### src/rtl/fwd_pkg.sv
`default_nettype none
// ============================================================================
// Module   : fwd_pkg
// Purpose  : Shared types and helpers for the forwarding / hazard controller.
//            Holds the per-stage destination tag, the forward-select encoding
//            and the select-width helper.
// Revision : 1.0 - initial release
// ============================================================================
package fwd_pkg;

  // Tag register-address fields are sized for the widest supported RAW.
  // Narrower addresses are zero-extended at the controller boundary.
  localparam int unsigned TAG_RAW_W = 8;

  typedef struct packed {
    logic                 v;
    logic [TAG_RAW_W-1:0] rs;
    logic [TAG_RAW_W-1:0] rt;
    logic [TAG_RAW_W-1:0] rd;
    logic                 regwrite;
    logic                 memread;
  } tag_t;

  // Forward select encoding: 0 = register file, 1.. = EX/MEM lanes,
  // LANES+1.. = MEM/WB lanes.
  localparam int unsigned FWD_RF       = 0;
  localparam int unsigned FWD_MEM_BASE = 1;

  function automatic int unsigned fwd_wb_base(input int unsigned lanes);
    return lanes + 1;
  endfunction

  function automatic int unsigned fwd_selw(input int unsigned lanes);
    return $clog2(2 * lanes + 1);
  endfunction

  // True when tag t is a live producer of architectural register r.
  function automatic logic tag_writes(input tag_t t, input logic [TAG_RAW_W-1:0] r);
    return t.v && t.regwrite && (t.rd != '0) && (t.rd == r);
  endfunction

endpackage
`default_nettype wire

### src/rtl/fwd_match.sv
`default_nettype none
// ============================================================================
// Module   : fwd_match
// Purpose  : Resolves the forward source for one EX-stage operand against
//            all MEM-stage and WB-stage destination tags.
// Ports    : en_i   - consumer lane is valid (else select register file)
//            opnd_i - operand register address
//            mem_i  - MEM-stage tags, one per lane
//            wb_i   - WB-stage tags, one per lane
//            sel_o  - priority-encoded forward select
// Revision : 1.0 - initial release
// ============================================================================
module fwd_match
  import fwd_pkg::*;
#(
  parameter int unsigned LANES = 2,
  parameter int unsigned SELW  = fwd_selw(LANES)
) (
  input  logic                 en_i,
  input  logic [TAG_RAW_W-1:0] opnd_i,
  input  tag_t [LANES-1:0]     mem_i,
  input  tag_t [LANES-1:0]     wb_i,
  output logic [SELW-1:0]      sel_o
);

  localparam int unsigned WB_BASE = fwd_wb_base(LANES);

  // Only v/regwrite/rd take part in matching; the rest of each tag rides along.
  logic unused_tag_bits;
  assign unused_tag_bits = ^{mem_i, wb_i};

  // Later assignments override earlier ones: WB scanned first, then MEM,
  // each in ascending lane order, so MEM beats WB and the youngest lane wins.
  always_comb begin
    sel_o = SELW'(FWD_RF);
    if (en_i) begin
      for (int unsigned k = 0; k < LANES; k++) begin
        if (tag_writes(wb_i[k], opnd_i)) sel_o = SELW'(WB_BASE + k);
      end
      for (int unsigned k = 0; k < LANES; k++) begin
        if (tag_writes(mem_i[k], opnd_i)) sel_o = SELW'(FWD_MEM_BASE + k);
      end
    end
  end

endmodule
`default_nettype wire

### src/rtl/fwd_hazard_ctrl.sv
`default_nettype none
// ============================================================================
// Module   : fwd_hazard_ctrl
// Purpose  : Forwarding and hazard controller for a LANES-wide superscalar
//            MIPS pipeline. Tracks EX/MEM/WB destination tags, produces EX
//            operand forward selects, load-use stalls and intra-bundle splits.
// Ports    : clk, rst_n           - clock, async active-low reset
//            id_*_i               - ID-stage bundle description, per lane
//            flush_i              - squash ID bundle and EX stage
//            issue_mask_o         - ID lanes accepted into EX this cycle
//            stall_o              - hold IF/ID
//            fwd_a_o / fwd_b_o    - EX operand A/B source per lane
//            stall_cnt_o / split_cnt_o - only with HAZ_STATS_EN defined
// Config   : HAZ_STATS_EN adds saturating load-use / split event counters.
// Revision : 1.0 - initial release
// ============================================================================
module fwd_hazard_ctrl
  import fwd_pkg::*;
#(
  parameter int unsigned LANES = 2,
  parameter int unsigned RAW   = 5,
  parameter int unsigned SELW  = fwd_selw(LANES)
) (
  input  logic                  clk,
  input  logic                  rst_n,
  input  logic [LANES-1:0]      id_valid_i,
  input  logic [LANES*RAW-1:0]  id_rs_i,
  input  logic [LANES*RAW-1:0]  id_rt_i,
  input  logic [LANES-1:0]      id_rt_used_i,
  input  logic [LANES*RAW-1:0]  id_rd_i,
  input  logic [LANES-1:0]      id_regwrite_i,
  input  logic [LANES-1:0]      id_memread_i,
  input  logic                  flush_i,
  output logic [LANES-1:0]      issue_mask_o,
  output logic                  stall_o,
  output logic [LANES*SELW-1:0] fwd_a_o,
  output logic [LANES*SELW-1:0] fwd_b_o
`ifdef HAZ_STATS_EN
  ,
  output logic [31:0]           stall_cnt_o,
  output logic [31:0]           split_cnt_o
`endif
);

  tag_t [LANES-1:0] id_tag;
  tag_t [LANES-1:0] ex_d, ex_q, mem_q, wb_q;
  logic             load_use;
  logic [LANES-1:0] split_mask;

  // ID bundle as tags, register addresses widened to the tag width.
  always_comb begin
    for (int unsigned k = 0; k < LANES; k++) begin
      id_tag[k]          = '0;
      id_tag[k].v        = id_valid_i[k];
      id_tag[k].rs       = TAG_RAW_W'(id_rs_i[k*RAW +: RAW]);
      id_tag[k].rt       = TAG_RAW_W'(id_rt_i[k*RAW +: RAW]);
      id_tag[k].rd       = TAG_RAW_W'(id_rd_i[k*RAW +: RAW]);
      id_tag[k].regwrite = id_regwrite_i[k];
      id_tag[k].memread  = id_memread_i[k];
    end
  end

  // Load in EX feeding any valid ID lane: its data is not ready until MEM/WB.
  always_comb begin
    load_use = 1'b0;
    for (int unsigned i = 0; i < LANES; i++) begin
      for (int unsigned j = 0; j < LANES; j++) begin
        if (id_valid_i[j] && ex_q[i].memread &&
            (tag_writes(ex_q[i], id_tag[j].rs) ||
             (id_rt_used_i[j] && tag_writes(ex_q[i], id_tag[j].rt))))
          load_use = 1'b1;
      end
    end
  end

  // Intra-bundle split: once a lane depends on an older lane of the same
  // bundle, it and every younger lane are held back.
  always_comb begin
    logic blocked;
    blocked    = 1'b0;
    split_mask = '0;
    for (int unsigned j = 0; j < LANES; j++) begin
      for (int unsigned i = 0; i < j; i++) begin
        if (id_valid_i[j] &&
            (tag_writes(id_tag[i], id_tag[j].rs) ||
             (id_rt_used_i[j] && tag_writes(id_tag[i], id_tag[j].rt))))
          blocked = 1'b1;
      end
      split_mask[j] = id_valid_i[j] && !blocked;
    end
  end

  assign issue_mask_o = load_use ? '0 : split_mask;
  assign stall_o      = |(id_valid_i & ~issue_mask_o);

  // Flush empties EX regardless of what the hazard logic decided.
  always_comb begin
    for (int unsigned k = 0; k < LANES; k++) begin
      ex_d[k]   = id_tag[k];
      ex_d[k].v = issue_mask_o[k] && !flush_i;
    end
  end

  always_ff @(posedge clk or negedge rst_n) begin
    if (!rst_n) begin
      ex_q  <= '0;
      mem_q <= '0;
      wb_q  <= '0;
    end else begin
      ex_q  <= ex_d;
      mem_q <= ex_q;
      wb_q  <= mem_q;
    end
  end

  // Forward selects depend only on EX/MEM/WB state, so an empty ID bundle
  // does not suppress forwarding for instructions already in EX.
  for (genvar k = 0; k < LANES; k++) begin : g_lane
    fwd_match #(.LANES(LANES), .SELW(SELW)) u_match_a (
      .en_i   (ex_q[k].v),
      .opnd_i (ex_q[k].rs),
      .mem_i  (mem_q),
      .wb_i   (wb_q),
      .sel_o  (fwd_a_o[k*SELW +: SELW])
    );
    fwd_match #(.LANES(LANES), .SELW(SELW)) u_match_b (
      .en_i   (ex_q[k].v),
      .opnd_i (ex_q[k].rt),
      .mem_i  (mem_q),
      .wb_i   (wb_q),
      .sel_o  (fwd_b_o[k*SELW +: SELW])
    );
  end

`ifdef HAZ_STATS_EN
  logic [31:0] stall_cnt_q, split_cnt_q;
  logic        split_evt;

  assign split_evt = (issue_mask_o != '0) &&
                     ($countones(issue_mask_o) < $countones(id_valid_i));

  always_ff @(posedge clk or negedge rst_n) begin
    if (!rst_n) begin
      stall_cnt_q <= '0;
      split_cnt_q <= '0;
    end else begin
      if (load_use && (stall_cnt_q != 32'hFFFF_FFFF)) stall_cnt_q <= stall_cnt_q + 32'd1;
      if (split_evt && (split_cnt_q != 32'hFFFF_FFFF)) split_cnt_q <= split_cnt_q + 32'd1;
    end
  end

  assign stall_cnt_o = stall_cnt_q;
  assign split_cnt_o = split_cnt_q;
`endif

endmodule
`default_nettype wire

### config.mk
export PLATFORM = sky130hd
export DESIGN_NAME = fwd_hazard_ctrl
export DESIGN_NICKNAME = d
export VERILOG_FILES = /design/src/rtl/fwd_pkg.sv /design/src/rtl/fwd_match.sv /design/src/rtl/fwd_hazard_ctrl.sv
export SDC_FILE = /design/constraint.sdc
export NUM_CORES = 1
export LEC_CHECK = 0
export BUFFER_PORTS_ARGS = -buffer_cell sky130_fd_sc_hd__buf_2
export CAP_MARGIN = 10
export CORE_UTILIZATION = 55
export DETAILED_ROUTE_END_ITERATION = 10
export HOLD_SLACK_MARGIN = 0.05
export PLACE_DENSITY = 0.82
export SYNTH_ARGS = -nofsm -noshare
export SYNTH_HDL_FRONTEND = slang
export SYNTH_SLANG_ARGS = --single-unit
### constraint.sdc
create_clock -name clk -period 3.05 [get_ports clk]
set_input_delay 0.915 -clock clk [delete_from_list [all_inputs] [get_ports clk]]
set_output_delay 0.915 -clock clk [all_outputs]
set_load 0.03 [all_outputs]
After elaboration in Yosys (flattened, before gate mapping)
Index checks and enable logic that the tools add are counted.
Storage, ports and cells
  output and inout bits: 15
  flip-flop bits (word level): 64
Operators by class
  muxes and demuxes: 26
  reductions and logical operators: 72
  bitwise gates (word level): 2
  eq/ne operators: 26
Operators with widths (count)
  equality test 5 bit: 26
  logical AND 1 bit: 57
  nonzero test 8 bit: 7
  2-to-1 mux 3 bit: 16
  2-to-1 mux 2 bit: 5
  logical OR 1 bit: 5
  2-to-1 mux 1 bit: 5
  AND 2 bit: 1
  logical NOT 1 bit: 2
  NOT 2 bit: 1
  OR reduction 2 bit: 1

Logic depth before layout (Yosys ltp)
  word-level depth: 14
  gate-level depth with buffers: 7

Hierarchy
A second synthesis with hierarchy kept.
Second synthesis, totals
  cells, all modules: 499
  area total of the unflattened synthesis: 5509.0 sq um
Modules (own cells, without submodules)
  fwd_hazard_ctrl: instances 1, cells each 211, area an instance 3472.1 sq um, sequential area each 2702.6 sq um
  fwd_match: instances 4, cells each 72, area an instance 509.2 sq um, sequential area each 0.0 sq um

Worst setup path after synthesis
No wires, ideal clock.
  path kind: input -> output
  from: input port id_rd_i[1]
  to: output port issue_mask_o[1]
  stages on the path: 4
  setup slack: -0.007 ns
  buffers on the path: 0
  arrival: 2.142 ns
  data required time: 2.135 ns
  cell sequence: or4_1 > o211ai_1 > o21ai_0 > nor2_1
On the way
  longest elaborated chain between the ends: 10
  elaborated cells on any way between the ends: 13
  those cells by class: 2 x eq/ne; 2 x mux; 9 x reduce/logical
Ends and longest elaborated chain
  start: declaration: RTL line fwd_hazard_ctrl.sv:30  | input logic [LANES*RAW-1:0] id_rd_i,
  nonzero test 8 bit: RTL line fwd_pkg.sv:39  | return t.v && t.regwrite && (t.rd != '0) && (t.rd == r);
  logical AND 1 bit (2 in a row): RTL line fwd_pkg.sv:39
  logical AND 1 bit: RTL line fwd_hazard_ctrl.sv:86  | (id_rt_used_i[j] && tag_writes(id_tag[i], id_tag[j].rt))))
  logical OR 1 bit (*): RTL line fwd_hazard_ctrl.sv:85  | (tag_writes(id_tag[i], id_tag[j].rs) ||
  logical AND 1 bit (*): RTL line fwd_hazard_ctrl.sv:84  | if (id_valid_i[j] &&
  2-to-1 mux 1 bit (*): RTL line fwd_hazard_ctrl.sv:84
  logical NOT 1 bit (*): RTL line fwd_hazard_ctrl.sv:89  | split_mask[j] = id_valid_i[j] && !blocked;
  logical AND 1 bit (*): RTL line fwd_hazard_ctrl.sv:89
  2-to-1 mux 2 bit (*): RTL line fwd_hazard_ctrl.sv:93  | assign issue_mask_o = load_use ? '0 : split_mask;
  end: declaration: RTL line fwd_hazard_ctrl.sv:34  | output logic [LANES-1:0] issue_mask_o,
Every way passes the cells marked *; elsewhere a longest branch is shown, timed or not.

Worst setup path after layout
  from: input port id_rd_i[3]
  to: output port issue_mask_o[1]
The elaborated chain is that of the path after synthesis.

==> metrics.cfg <==
[run_status]
outcome=finished with violations
violations=setup timing

[placed_design]
hpwl_um=6420
pre_cts_slack_ns=-0.0793
gp_congestion=0.935
port_buffers=55

[worst_setup_path]
r2r-start=ex_q[6]$_DFF_PN0_
startpoint_type=input port
slowest_delay_ns=0.25
required_ns=2.13
arrival_ns=2.31
reg2reg_slack_ns=1.05
crit_fanout=4
worstSetupStartpoint=id_rd_i[3]
critical-path-slowest-cell=nor3_1
r2r_end=ex_q[26]$_DFF_PN0_
path_cells=buf_2, buf_4, xnor2_1, nand3_1, nor3_1, a31oi_1, o21ai_2, nor2_2, buf_6
worst-setup-path-type=input port to primary output
crit_end=issue_mask_o[1]
end_kind=primary output
reg2reg_depth=6

[timing]
finalCritPeriodShare_pct=106
fin_ws_ns=-0.173
hold_slack_ns=0.383
drv_slew=0
rsz0062_at_grt=yes
setup_viol=10
tightest_slew_ns=0.611
hold_violations=0
skew_ns=0.00703
max_freq_mhz=310
slew_headroom_pct=59.3
post-route-min-period_ns=3.22

[cts]
cts_sinks=64
ctsLongestPathBuffers=2
h-tree-depth=3
postCtsHoldBufs=0
cts.clk_slew.worst_paths_ns=0.07
cts_tree=built
clk_latency_ns=0.34
cts-root-buf=clkbuf_8
cts_buffers=9

[power]
p_switching_uw=591
power_density_nw_per_um2=406
combPwrFrac_pct=20.0
clockPowerShare_pct=30.6
peakVddDrop_mv=0.376
leakage_uw=0.00202
power_frac_seq_pct=49.4
p_int_uw=1370
switching_share_pct=30.1

[detailed_routing]
num_vias=2863
drc=0
wirelength_um=10500
via_per_inst=5.89
route.detailed.wl_per_inst_um=21.5
drtIter0Drc=165
ant_nets=0
firstDrtPassIters=4

[yosys]
syn_inst=329
synth_seq_cells=64
avgSynthCellArea_um2=11.0
yosysSeqAreaShare_pct=44.3
syn-num-nets=370
synth.distinct_cells=37
synthesis.area_um2=3610
ys_warn_count=0

[cells_and_area]
final_cell_mix=buf_4, xnor2_1, xor2_1
layout-drive-gt1-share_pct=46.7
area_growth_pct=33.9
layout.nets=446
layout_commonest_cell=buf_4
antenna_cells=0

[floorplanning]
core_area_um2=6350
start_util_pct=56.9
die_h_um=83.0
dieWidth_um=83.0
row_count=29
die_area_um2=6900
io_pins=56

[grt]
grt_pass1_vias=2763
grt-ovfl-total=0
track_usage_pct=27.0
grt_pass1_wl_um=14100
grt_max_degree=29
antenna_found_initial=0

[min_path]
hold_class=flop to flop

[run]
drv_cap=0

-- worst max-delay path, delay by kind of cell --
family / cells / cell delay (ns)
compound gates: 2 / 0.37
xor+xnor: 1 / 0.16
buf+inv: 3 / 0.41
simple gates: 3 / 0.45
-- cell type report --
cell class | count | area, um^2
multi-input cells | 230 | 2220
clock inverters | 4 | 22.5
inverters | 1 | 3.75
repair buffers | 99 | 747
flip-flops and latches | 64 | 1620
clock buffers | 11 | 131
fillers | 370 | 1510
well taps | 77 | 96.3
-- cells by family (layout without fill, tap and decap cells) --
logic type	count (synthesis)	after routing	share of synthesized area, %
flip-flops	64	64	44.3
buffers and inverters	35	115	4.16
XOR/XNOR	130	130	31.5
AO/OA/AOI/OAI	25	25	5.65
AND/OR/NAND/NOR	75	75	14.3
-- worst min path at each step --
stage | from | endpoint | depth (start not counted)
after floorplan | mem_q[2]$_DFF_PN0_ | wb_q[2]$_DFF_PN0_ | 0
after global placement | ex_q[28]$_DFF_PN0_ | mem_q[28]$_DFF_PN0_ | 0
after detailed placement | ex_q[28]$_DFF_PN0_ | mem_q[28]$_DFF_PN0_ | 0
after CTS | ex_q[28]$_DFF_PN0_ | mem_q[28]$_DFF_PN0_ | 0
after global routing | ex_q[28]$_DFF_PN0_ | mem_q[28]$_DFF_PN0_ | 0
final | ex_q[28]$_DFF_PN0_ | mem_q[28]$_DFF_PN0_ | 0
-- per-layer routing --
metal,up-vias,wire (um),GRT usage (%)
met4,0,441,15.5
met2,138,5560,43.1
li1,1256,-,-
met3,39,561,5.47
met1,1430,3900,34.2
met5,-,0,0
-- timing repair --
action                     in CTS  in global routing
gates resized for setup        38                 90
setup endpoints to repair      15                 15
setup buffers                  12                 13
pin swaps                      11                 43
-- power by group through the flow --
stage	Clock, uW	Combinational, uW	Sequential, uW
after floorplan	0	220	934
after global placement	0	272	985
after detailed placement	0	283	988
after CTS	599	317	964
after global routing	651	419	974
final	602	394	971
-- Yosys cell counts, drive strengths merged --
cell / number / area share [%]
a21oi: 4 / 0.55
o21ai: 1 / 0.14
nand2b: 4 / 0.90
a31oi: 1 / 0.17
nand4: 16 / 4.6
clkbuf: 22 / 2.4
xor2: 54 / 13
buf: 12 / 1.7
o211ai: 3 / 0.90
nor4: 9 / 1.6
a21boi: 4 / 1.0
nand3: 9 / 1.2
a22oi: 2 / 0.42
nand2: 12 / 1.2
nor2: 3 / 0.31
nor3: 11 / 1.5
o311a: 2 / 0.87
o22ai: 5 / 0.87
or3: 2 / 0.49
dfrtp: 64 / 44
a21o: 1 / 0.21
inv: 1 / 0.10
nor3b: 4 / 1.4
xnor2: 76 / 18
or4: 5 / 1.0
o2111ai: 2 / 0.49
-- state kept, by name (all words and copies together) (netlist names) --
name and flops:
ex_q 36, mem_q 14, wb_q 14
-- through the flow --
| step | power, uW | utilization, % | instances | instance area (um^2) | TNS, ns |
|---|---|---|---|---|---|
| 2_1_floorplan | 1150 | - | 329 | 3610 | 0 |
| 3_3_place_gp | 1260 | 62.7 | 446 | 3980 | -0.123 |
| 3_5_place_dp | 1270 | 62.7 | 446 | 3980 | -0.146 |
| 4_1_cts | 1880 | 68.6 | 473 | 4360 | -0.159 |
| 5_1_grt | 2040 | 76.2 | 486 | 4840 | -1.74 |
| 6_report | 1970 | 76.2 | 486 | 4840 | -0.824 |
(Power assumes the default switching activity.)
